`config.mk`:
```
export PLATFORM = sky130hd
export DESIGN_NAME = mdu_iter
export DESIGN_NICKNAME = d
export VERILOG_FILES = /design/src/rtl/mdu_pkg.sv /design/src/rtl/mdu_cneg.sv /design/src/rtl/mdu_iter.sv
export SDC_FILE = /design/constraint.sdc
export NUM_CORES = 1
export LEC_CHECK = 0
export CELL_PAD_IN_SITES_DETAIL_PLACEMENT = 0
export CELL_PAD_IN_SITES_GLOBAL_PLACEMENT = 1
export CORE_ASPECT_RATIO = 1.75
export CORE_MARGIN = 3
export CORE_UTILIZATION = 40
export CTS_CLUSTER_DIAMETER = 40
export CTS_CLUSTER_SIZE = 20
export DETAILED_ROUTE_END_ITERATION = 10
export PLACE_DENSITY = 0.75
export SKIP_LAST_GASP = 1
export SLEW_MARGIN = 20
export SYNTH_ARGS = -nofsm -noshare
export SYNTH_HDL_FRONTEND = slang
export SYNTH_SLANG_ARGS = --single-unit
```
`constraint.sdc`:
```
create_clock -name clk -period 8.6 [get_ports clk]
set_input_delay 1.29 -clock clk [delete_from_list [all_inputs] [get_ports clk]]
set_output_delay 1.29 -clock clk [all_outputs]
set_load 0.03 [all_outputs]
```
`src/rtl/mdu_pkg.sv`:
```
// Shared encodings for the iterative multiply/divide unit.
package mdu_pkg;

    localparam logic [1:0] MDU_MULT  = 2'b00;
    localparam logic [1:0] MDU_MULTU = 2'b01;
    localparam logic [1:0] MDU_DIV   = 2'b10;
    localparam logic [1:0] MDU_DIVU  = 2'b11;

    typedef enum logic [1:0] {
        ST_IDLE = 2'b00,
        ST_RUN  = 2'b01,
        ST_FIX  = 2'b10
    } mdu_state_e;

endpackage

```
`src/rtl/mdu_cneg.sv`:
```
// Conditional two's-complement negate: y_c = neg ? -x : x.
module mdu_cneg #(
    parameter int unsigned WIDTH = 32
) (
    input  logic             neg,
    input  logic [WIDTH-1:0] x,
    output logic [WIDTH-1:0] y_c
);

    assign y_c = neg ? ((~x) + WIDTH'(1)) : x;

endmodule

```
`src/rtl/mdu_iter.sv`:
```
// Radix-2 iterative MULT/MULTU/DIV/DIVU unit with HI/LO registers.
// Optional MDU_EARLY_OUT_EN: multiplies stop once the remaining multiplier bits are zero.
module mdu_iter
    import mdu_pkg::*;
#(
    parameter int unsigned WIDTH = 32
) (
    input  logic             clk,
    input  logic             rst,
    input  logic             start,
    input  logic [1:0]       op,
    input  logic [WIDTH-1:0] a,
    input  logic [WIDTH-1:0] b,
    input  logic             flush,
    input  logic             hi_wr,
    input  logic             lo_wr,
    input  logic [WIDTH-1:0] wdata,
    output logic             busy,
    output logic             done,
    output logic [WIDTH-1:0] hi,
    output logic [WIDTH-1:0] lo
);

    localparam int unsigned CNT_W = $clog2(WIDTH + 1);
    localparam int unsigned DW    = 2 * WIDTH;

    mdu_state_e state, state_nxt;
    logic load, step, fix_wr, last;

    logic [CNT_W-1:0] cnt;
    logic [DW-1:0]    acc;     // mul: product; div: {remainder, quotient}
    logic [DW-1:0]    mc;      // mul: shifted multiplicand; div: divisor in low half
    logic [WIDTH-1:0] mp;      // remaining multiplier bits
    logic             is_div, sign_q, sign_r;

    logic             signed_op, is_div_op, b_zero;
    logic [WIDTH-1:0] abs_a, abs_b;
    logic [WIDTH:0]   div_sh, div_diff;
    logic [DW-1:0]    div_nxt, mul_nxt, prod_fix;
    logic [WIDTH-1:0] quo_fix, rem_fix;

    assign signed_op = ~op[0];
    assign is_div_op = op[1];
    assign b_zero    = (b == '0);

    mdu_cneg #(.WIDTH(WIDTH)) u_abs_a (.neg(signed_op & a[WIDTH-1]), .x(a), .y_c(abs_a));
    mdu_cneg #(.WIDTH(WIDTH)) u_abs_b (.neg(signed_op & b[WIDTH-1]), .x(b), .y_c(abs_b));

    mdu_cneg #(.WIDTH(DW))    u_fix_p (.neg(sign_q), .x(acc),             .y_c(prod_fix));
    mdu_cneg #(.WIDTH(WIDTH)) u_fix_q (.neg(sign_q), .x(acc[WIDTH-1:0]),  .y_c(quo_fix));
    mdu_cneg #(.WIDTH(WIDTH)) u_fix_r (.neg(sign_r), .x(acc[DW-1:WIDTH]), .y_c(rem_fix));

    // Restoring division step: shift in next dividend bit, subtract if it fits
    assign div_sh   = acc[DW-1:WIDTH-1];
    assign div_diff = div_sh - {1'b0, mc[WIDTH-1:0]};
    assign div_nxt  = div_diff[WIDTH] ? {div_sh[WIDTH-1:0],   acc[WIDTH-2:0], 1'b0}
                                      : {div_diff[WIDTH-1:0], acc[WIDTH-2:0], 1'b1};

    assign mul_nxt  = mp[0] ? (acc + mc) : acc;

`ifdef MDU_EARLY_OUT_EN
    assign last = (cnt == CNT_W'(1)) || (!is_div && (mp[WIDTH-1:1] == '0));
`else
    assign last = (cnt == CNT_W'(1));
`endif

    always_ff @(posedge clk or negedge rst) begin
        if (!rst) begin
            state <= ST_IDLE;
        end else begin
            state <= state_nxt;
        end
    end

    always_comb begin
        state_nxt = state;
        load      = 1'b0;
        step      = 1'b0;
        fix_wr    = 1'b0;
        case (state)
            ST_IDLE: begin
                if (start && !flush) begin
                    state_nxt = ST_RUN;
                    load      = 1'b1;
                end
            end
            ST_RUN: begin
                if (flush) begin
                    state_nxt = ST_IDLE;
                end else begin
                    step = 1'b1;
                    if (last) begin
                        state_nxt = ST_FIX;
                    end
                end
            end
            ST_FIX: begin
                state_nxt = ST_IDLE;
                fix_wr    = !flush;
            end
            default: state_nxt = ST_IDLE;
        endcase
    end

    // Datapath, HI/LO and registered status
    always_ff @(posedge clk or negedge rst) begin
        if (!rst) begin
            cnt    <= '0;
            acc    <= '0;
            mc     <= '0;
            mp     <= '0;
            is_div <= 1'b0;
            sign_q <= 1'b0;
            sign_r <= 1'b0;
            hi     <= '0;
            lo     <= '0;
            busy   <= 1'b0;
            done   <= 1'b0;
        end else begin
            if (load) begin
                cnt    <= CNT_W'(WIDTH);
                acc    <= is_div_op ? {{WIDTH{1'b0}}, abs_a} : '0;
                mc     <= is_div_op ? {{WIDTH{1'b0}}, abs_b} : {{WIDTH{1'b0}}, abs_a};
                mp     <= abs_b;
                is_div <= is_div_op;
                // Divide-by-zero keeps the all-ones quotient unsigned
                sign_q <= signed_op & (a[WIDTH-1] ^ b[WIDTH-1]) & ~(is_div_op & b_zero);
                sign_r <= signed_op & a[WIDTH-1];
            end else if (step) begin
                cnt <= cnt - CNT_W'(1);
                if (is_div) begin
                    acc <= div_nxt;
                end else begin
                    acc <= mul_nxt;
                    mc  <= {mc[DW-2:0], 1'b0};
                    mp  <= {1'b0, mp[WIDTH-1:1]};
                end
            end

            if (fix_wr) begin
                hi <= is_div ? rem_fix : prod_fix[DW-1:WIDTH];
                lo <= is_div ? quo_fix : prod_fix[WIDTH-1:0];
            end else if (state == ST_IDLE) begin
                if (hi_wr) hi <= wdata;
                if (lo_wr) lo <= wdata;
            end

            busy <= (state_nxt != ST_IDLE);
            done <= fix_wr;
        end
    end

endmodule
```
# Yosys cells after proc, flatten, opt, wreduce, memory -nomap -nowiden
# Cells that the tools add are included.
# classes
add_sub_neg,8
n_eq_ne,4
n_mux,37
bitwise,13
reduce_logical,14
# op_table
operator,count
64-bit two-way mux,9
32-bit two-way mux,17
32-bit by 1-bit adder with 32-bit output (second input constant),4
32-bit NOT,4
64-bit by 1-bit adder with 64-bit output (second input constant),1
64-bit adder,1
64-bit NOT,1
33-bit by 32-bit subtractor with 33-bit output,1
32-bit zero test,1
6-bit two-way mux,2
2-bit nonzero test,5
2-bit AND reduction,4
6-bit by 1-bit equality test with 1-bit output (second input constant),1
2-bit two-way mux,3
6-bit by 1-bit subtractor with 6-bit output (second input constant),1
1-bit bitwise AND,5
1-bit two-way mux,5
2-bit case mux with 2 select lines,1
3-bit nonzero test,1
2-bit by 1-bit equality test with 1-bit output (second input constant),1
2-bit equality test (second input constant),1
2-bit zero test,1
2-bit != test (second input constant),1
1-bit NOT,2
3 further kinds,3
# word_totals
register_bits,237
in_bits,104
out_inout_bits,66
word_cells,88

# Logic depth before layout (Yosys ltp)
# Gate-level depths: netlist of run 1.
# logic_depth
ltp_word,6
mapped_depth,16
mapped_depth_nobuf,14

# Hierarchy
# A second synthesis of run 1 with hierarchy kept.
# hier_totals
cells_unflattened,2785
area_unflattened_um2,22332.7
# modules_own_cells
module,instances,cells_per_inst,area_each_um2,seq_area_each_um2
mdu_iter,1,2183,17575.6,5930.7
mdu_cneg (u_abs_a ...),4,99,777.0,0.0
mdu_cneg (u_fix_p),1,206,1649.1,0.0

# Worst setup path after synthesis of run 1
# No wires, ideal clock.
# synth_path
path_type,input to register
startpoint,input b[5]
endpoint,register mc[29]
setup_time_ps,141
t_arrival_ps,3622
t_required_ps,8459
slack_ps,4837
path_stages,10
path_buffers,0
cell_sequence,or4_1 nor4_2 nand3b_1 nor4_1 nand2_1 nor4_2 a21oi_1 xor2_1 a211oi_1 a221oi_1
# synth_via
elab_chain_cells,5
# synth_rtl
item,line,text
start: declaration,mdu_iter.sv:13,"input logic [WIDTH-1:0] b,"
32-bit NOT,mdu_cneg.sv:10,assign y_c = neg ? ((~x) + WIDTH'(1)) : x;
32-bit by 1-bit adder with 32-bit output,mdu_cneg.sv:10,
32-bit two-way mux,mdu_cneg.sv:10,
32-bit two-way mux,mdu_iter.sv:123,"mc <= is_div_op ? {{WIDTH{1'b0}}, abs_b} : {{WIDTH{1'b0}}, abs_a};"
64-bit two-way mux,mdu_iter.sv:120,if (load) begin
end signal: assignment,mdu_iter.sv:123,
end signal: assignment,mdu_iter.sv:135,"mc <= {mc[DW-2:0], 1'b0};"
end: declaration,mdu_iter.sv:32,logic [DW-1:0] mc;
# Every way passes these cells.
# A chain may end at the register's enable or synchronous reset.

# Final worst setup path of run 1
# layout_path
startpoint,input b[5]
endpoint,register mc[28]
# The elaborated chain is that of the path after synthesis.

==> run summary, run 1 <==
Yosys cell types = 77
Layout area overhead = 17.0%
Final Worst Setup Slack = 4120 ps
Post-CTS Resized = 0
final setup fails = 0
Ports = 170
pre-CTS setup slack = 3540 ps
DR pass1 iterations = 7
Worst-path clk slew = 60 ps
Die X = 174 µm
# DRC = 0
Hold WC Path Type = flop to flop
number of flops mapped to enable cells by yosys = 0
status = complete, no violations
setup TNS = 0 ps
nature of the critical path startpoint = primary input
Max FO, Critical Path = 5
CP Capture Type = flop
final HPWL from detailed placement = 58.5 mm
RSZ-0062 raised after global routing = no
DR vias = 19,500
most common cell in the synthesized netlist = nand2_1
ANT nets after route = 0
first-pass GRT wire length = 114 mm
Clk Latency, worst-skew pair = 540 ps
critical path required time = 8960 ps
Core ar. = 0.0489 mm²
postcts setup bufs = 0
Pwr Density = 340 mW/mm²
Tcrit/Tclk final = 0.521
top post-synthesis cells by area = dfrtp_1 30%, nand2_1 7.5%, ha_1 6.4%, a21oi_1 6.2%, o21ai_0 5.5%
register area share after synthesis = 0.299
Yosys top cell area share = 0.299
Post-Syn Instances = 2,545
Rel. slew slack = 0.215
clock skew = 15.8 ps
Fin. Hold Viols = 0
# rows = 107
n_diodes = 0
Port Buffer Count = 169
die area = 0.0524 mm²
vias in the first global route = 19,500
H-tree Lvls = 2
nets@finish = 2,827
CTS tree = done
Initial DRC Count = 1,079
Post-DP Area = 0.0220 mm²
Commonest cells post-synth = 396 x nand2_1, 245 x a21oi_1, 237 x dfrtp_1
fin area = 0.0232 mm²
VDD IR max = 0.168 mV
Max Fclk = 0.223 GHz
Synth Flop Type = dfrtp_1
FFs w/ async S/R, synth = 1.00
largest net degree at the start of global routing = 111
antenna violations before repair = 1
crit path DAT = 4840 ps
Die Y = 301 µm
DRT Wirelength = 75.4 mm
Fillers = 4,916
total track usage = 0.280
Syn Std Cell Area = 0.0198 mm²
Power, Total = 7.89 mW
max-slew violation total from the final report = 0
Leakage = 9.98 nW
layout cells sized above 1 = 0.0491
syn_nets = 2,752
CTS max path bufs = 3
area leader, netlist = dfrtp_1
via/cell ratio = 5.90
GR Overflow Total = 0
Synth Register Bits = 237
TritonCTS buffer count = 35
Clock Sinks = 237
root buffer selected by CTS = clkbuf_16
Avg WL per Cell = 22.9 µm
quantity of hold-fixing buffers added after cts = 0
clock period minus worst slack = 4480 ps
synth warn = 0
Worst-Margin Slew = 1170 ps
gp weighted congestion = 0.979
synthesized area per cell = 7.79 µm²
initial core utilization = 0.406
Crit Path Category = primary input to flop
maximum capacitance violations = 0
## stage by stage
step	instances	utilization	hold WS (ps)
final	3300	0.475	488
after floorplan	2545	-	449
after global placement	3237	0.450	477
after global routing	3300	0.475	521
after detailed placement	3237	0.450	481
after CTS	3300	0.475	495
## flip-flops by register name, indices dropped and copies added, names as in the netlist
signal	flops
is_div	1
acc	64
hi	32
mc	64
cnt	6
mp	32
sign_q	1
done	1
sign_r	1
state	2
lo	32
busy	1
## final timing paths
path	start	endpoint	slack (ps)	depth (start not counted)
worst max register to register	acc[31]	acc[63]	4230	15
worst max-delay path	b[5]	mc[28]	4120	12
max in group asynchronous	rst	sign_q	6190	2
min in group asynchronous	rst	hi[22]	830	1
worst min-delay path	mp[31]	mp[31]	490	1
worst min register to register	mp[31]	mp[31]	490	1
## worst max-delay path: stages
cell and delay [ps]:
clkdlybuf4s50_1 460, or4_1 660, nor4_2 310, nand3b_1 160
nor4_1 410, and2_1 290, nor4b_2 540, a31oi_1 190
xnor2_1 240, a21oi_1 100, nor2_1 120, a31oi_1 60
## layout make-up
| cell class | instances | area [µm²] | share of cell area |
|---|---|---|---|
| Inverter | 72 | 270 | 0.0116 |
| Timing Repair Buffer | 195 | 1900 | 0.0819 |
| Sequential cell | 237 | 5940 | 0.256 |
| Multi-Input combinational cell | 2079 | 13100 | 0.564 |
| Tap cell | 654 | 818 | 0.0353 |
| Clock inverter | 23 | 258 | 0.0111 |
| Clock buffer | 40 | 937 | 0.0404 |
## layer usage
metal | routed length, µm | global-route usage | share of wire | vias up
met5 | 13 | 0 | 0.00017 | -
met4 | 5960 | 0.186 | 0.079 | 2
met3 | 3160 | 0.0281 | 0.042 | 227
met2 | 39000 | 0.519 | 0.52 | 620
met1 | 27300 | 0.298 | 0.36 | 9362
li1 | - | - | - | 9251
## kinds of logic after synthesis
| group | Yosys count | share of synthesized area |
|---|---|---|
| xor gates and xnor gates | 208 | 0.0919 |
| and+or+nand+nor | 876 | 0.204 |
| adders and majority gates | 103 | 0.0658 |
| AOI/OAI and AO/OA | 782 | 0.240 |
| muxes | 110 | 0.0559 |
| buffers and inverters | 229 | 0.0435 |
| DFF | 237 | 0.299 |
## power breakdown
part	switching, mW	total, mW	internal [mW]
clock network	0.597	1.49	0.896
logic	2.74	4.43	1.69
registers	0.538	1.97	1.43
total	3.87	7.89	4.02
## placed cells by master, fill, tap and decap left out, types with 9 or more instances in the layout
cell / Yosys / routed
o21ai_0: 217 / 217
nand2_1: 396 / 395
and2_1: 15 / 13
or4_1: 11 / 11
a21oi_1: 245 / 245
dfrtp_1: 237 / 235
nor4_1: 18 / 18
nand3_1: 49 / 49
ha_1: 101 / 101
o41ai_1: 9 / 9
clkbuf_16: 0 / 37
and3_1: 44 / 44
nor3_1: 36 / 36
mux2i_1: 105 / 105
a211oi_1: 24 / 24
o31ai_1: 22 / 22
or3_1: 16 / 16
a31oi_1: 41 / 41
o21a_1: 12 / 12
xor2_1: 85 / 85
a21o_1: 54 / 54
o22ai_1: 17 / 17
inv_1: 71 / 71
xnor2_1: 123 / 122
inv_6: 0 / 9
o21bai_1: 23 / 23
o221ai_1: 13 / 13
a22oi_1: 13 / 13
clkdlybuf4s50_1: 0 / 167
nand2b_1: 21 / 21
buf_4: 0 / 25
o211ai_1: 29 / 29
nand4_1: 26 / 26
nor2b_1: 14 / 14
nor2_1: 192 / 188
(Power assumes the default switching activity.)
==> inputs of run 2 (changes only) <==
==> constraint.sdc (replaced) <==
create_clock -name clk -period 4.6 [get_ports clk]
set_input_delay 0.69 -clock clk [delete_from_list [all_inputs] [get_ports clk]]
set_output_delay 0.69 -clock clk [all_outputs]
set_load 0.03 [all_outputs]
==> run 2 against run 1 <==
Compared with the run above:
- via count rose by 1.7%
- die area is the same
- power increased by 93%
- final cell count increased by 2.1%
==> run summary, run 2 (synthesized netlist as in run 1, its figures left out) <==
status = complete, no violations
DR pass1 iterations = 5
Port Buffer Count = 169
Worst-path clk slew = 70 ps
ANT nets after route = 0
layout cells sized above 1 = 0.0733
critical-path cell list = ha_1 -> and3_1 -> and3_1 -> o311a_1 -> nor3b_2 -> a2111oi_1 -> o21ai_0 -> a2111oi_1 -> buf_4 -> o221ai_1 -> xor2_1 -> o21ai_0 -> o2bb2ai_1
TritonCTS buffer count = 35
setup TNS = 0 ps
R2R cell count = 13
Top Registers = acc x64, mc x64
quantity of hold-fixing buffers added after cts = 0
Rel. slew slack = 0.283
CTS max path bufs = 3
most common cell after layout, fill and taps aside = nand2_1
H-tree Lvls = 2
Layout area overhead = 20.1%
Worst-Margin Slew = 1080 ps
Pwr Density = 640 mW/mm²
Max Fclk = 0.234 GHz
Hold WC Path Type = primary input to async pin
antenna violations before repair = 1
Ports = 170
register area = 0.00594 mm²
Hold Worst Slack = 128 ps
Fin. Hold Viols = 0
via/cell ratio = 5.87
Core ar. = 0.0489 mm²
Leakage = 10.4 nW
Clk Latency, worst-skew pair = 550 ps
initial core utilization = 0.406
CP Capture Type = flop
largest net degree at the start of global routing = 112
Die X = 174 µm
clock period minus worst slack = 4270 ps
footprint of the multi-input gates = 0.0131 mm²
Tcrit/Tclk final = 0.928
DR vias = 19,800
clock skew = 22.1 ps
Final Worst Setup Slack = 329 ps
critical path startpoint = mc[10]
Fillers = 4,855
GR Overflow Total = 0
Post-Layout Cell Count = 3,370
DRT Wirelength = 77.6 mm
crit path DAT = 4700 ps
r2r setup slk = 330 ps
Crit Path Category = flop to flop
Post-DP Area = 0.0226 mm²
pre-CTS setup slack = 275 ps
Post-CTS Resized = 0
postcts setup bufs = 0
nature of the critical path startpoint = flop
FF-to-FF Start = mc[10]
root buffer selected by CTS = clkbuf_16
vias in the first global route = 20,500
maximum capacitance violations = 0
die area = 0.0524 mm²
fin area = 0.0238 mm²
total track usage = 0.291
VDD IR max = 0.297 mV
gp weighted congestion = 1.02
Power, Total = 15.2 mW
placed insts = 3,306
commonest cells after routing, fill and taps aside = 395 x nand2_1, 245 x a21oi_1, 235 x dfrtp_1, 217 x o21ai_0, 189 x nor2_1
CP Capture Point = acc[63]
reg2reg end = acc[63]
CTS tree = done
final setup fails = 0
critical path required time = 5030 ps
Clock Sinks = 237
# rows = 107
RSZ-0062 raised after global routing = no
nets@finish = 2,896
# DRC = 0
CP max stage cell = a2111oi_1
Avg WL per Cell = 23.0 µm
Core Util, Final = 0.487
Max FO, Critical Path = 6
max-slew violation total from the final report = 0
Initial DRC Count = 1,167
final HPWL from detailed placement = 61.7 mm
n_diodes = 0
highest cell delay on the worst timing path = 950 ps
Die Y = 301 µm
first-pass GRT wire length = 119 mm
run 2: cell count changes in the layout (fill, tap and decap cells not counted), sizes merged:
cell	previous run	this run
clkinvlp	3	4
bufinv	3	5
buf	28	97
clkinv	6	11
clkbuf	40	39
inv	83	77
run 2: worst min path at each step:
stage | slack (ps) | end | startpoint | cells past startpoint
CTS | 170 | lo[22] | rst | 1
global placement | 470 | mp[31] | mp[31] | 1
finish | 130 | lo[22] | rst | 1
global route | 190 | hi[22] | rst | 1
floorplan | 390 | acc[0] | rst | 0
detailed placement | 480 | mp[31] | mp[31] | 1
run 2: metal layers:
layer / wire [µm] / global-route usage
met3: 2800 / 0.0328
met5: 12 / 0
met1: 27400 / 0.299
met2: 41300 / 0.550
met4: 6040 / 0.193
run 2: where the power goes:
part / leakage, nW / internal (mW) / switching, mW
Combinational: 6.83 / 3.41 / 5.52
Sequential: 2.94 / 2.68 / 0.754
Clock: 0.597 / 1.74 / 1.13
Total: 10.4 / 7.83 / 7.40
run 2: cell type report:
cell class,count,share of cell area
timing repair buffer,264,0.104
sequential,237,0.249
clock inverter,25,0.0141
tap,654,0.0344
inverter,72,0.0113
clock buffer,39,0.0378
multi-input combinational,2079,0.549
run 2: worst max-delay path: cells and delay by family, from the launching register on:
family                     cells  cell delay, ps
buffers and inverters          1             200
xor gates and xnor gates       1             220
adders and majority gates      1             410
DFF                            1             420
and+or+nand+nor                3             450
AOI/OAI and AO/OA              7            2440
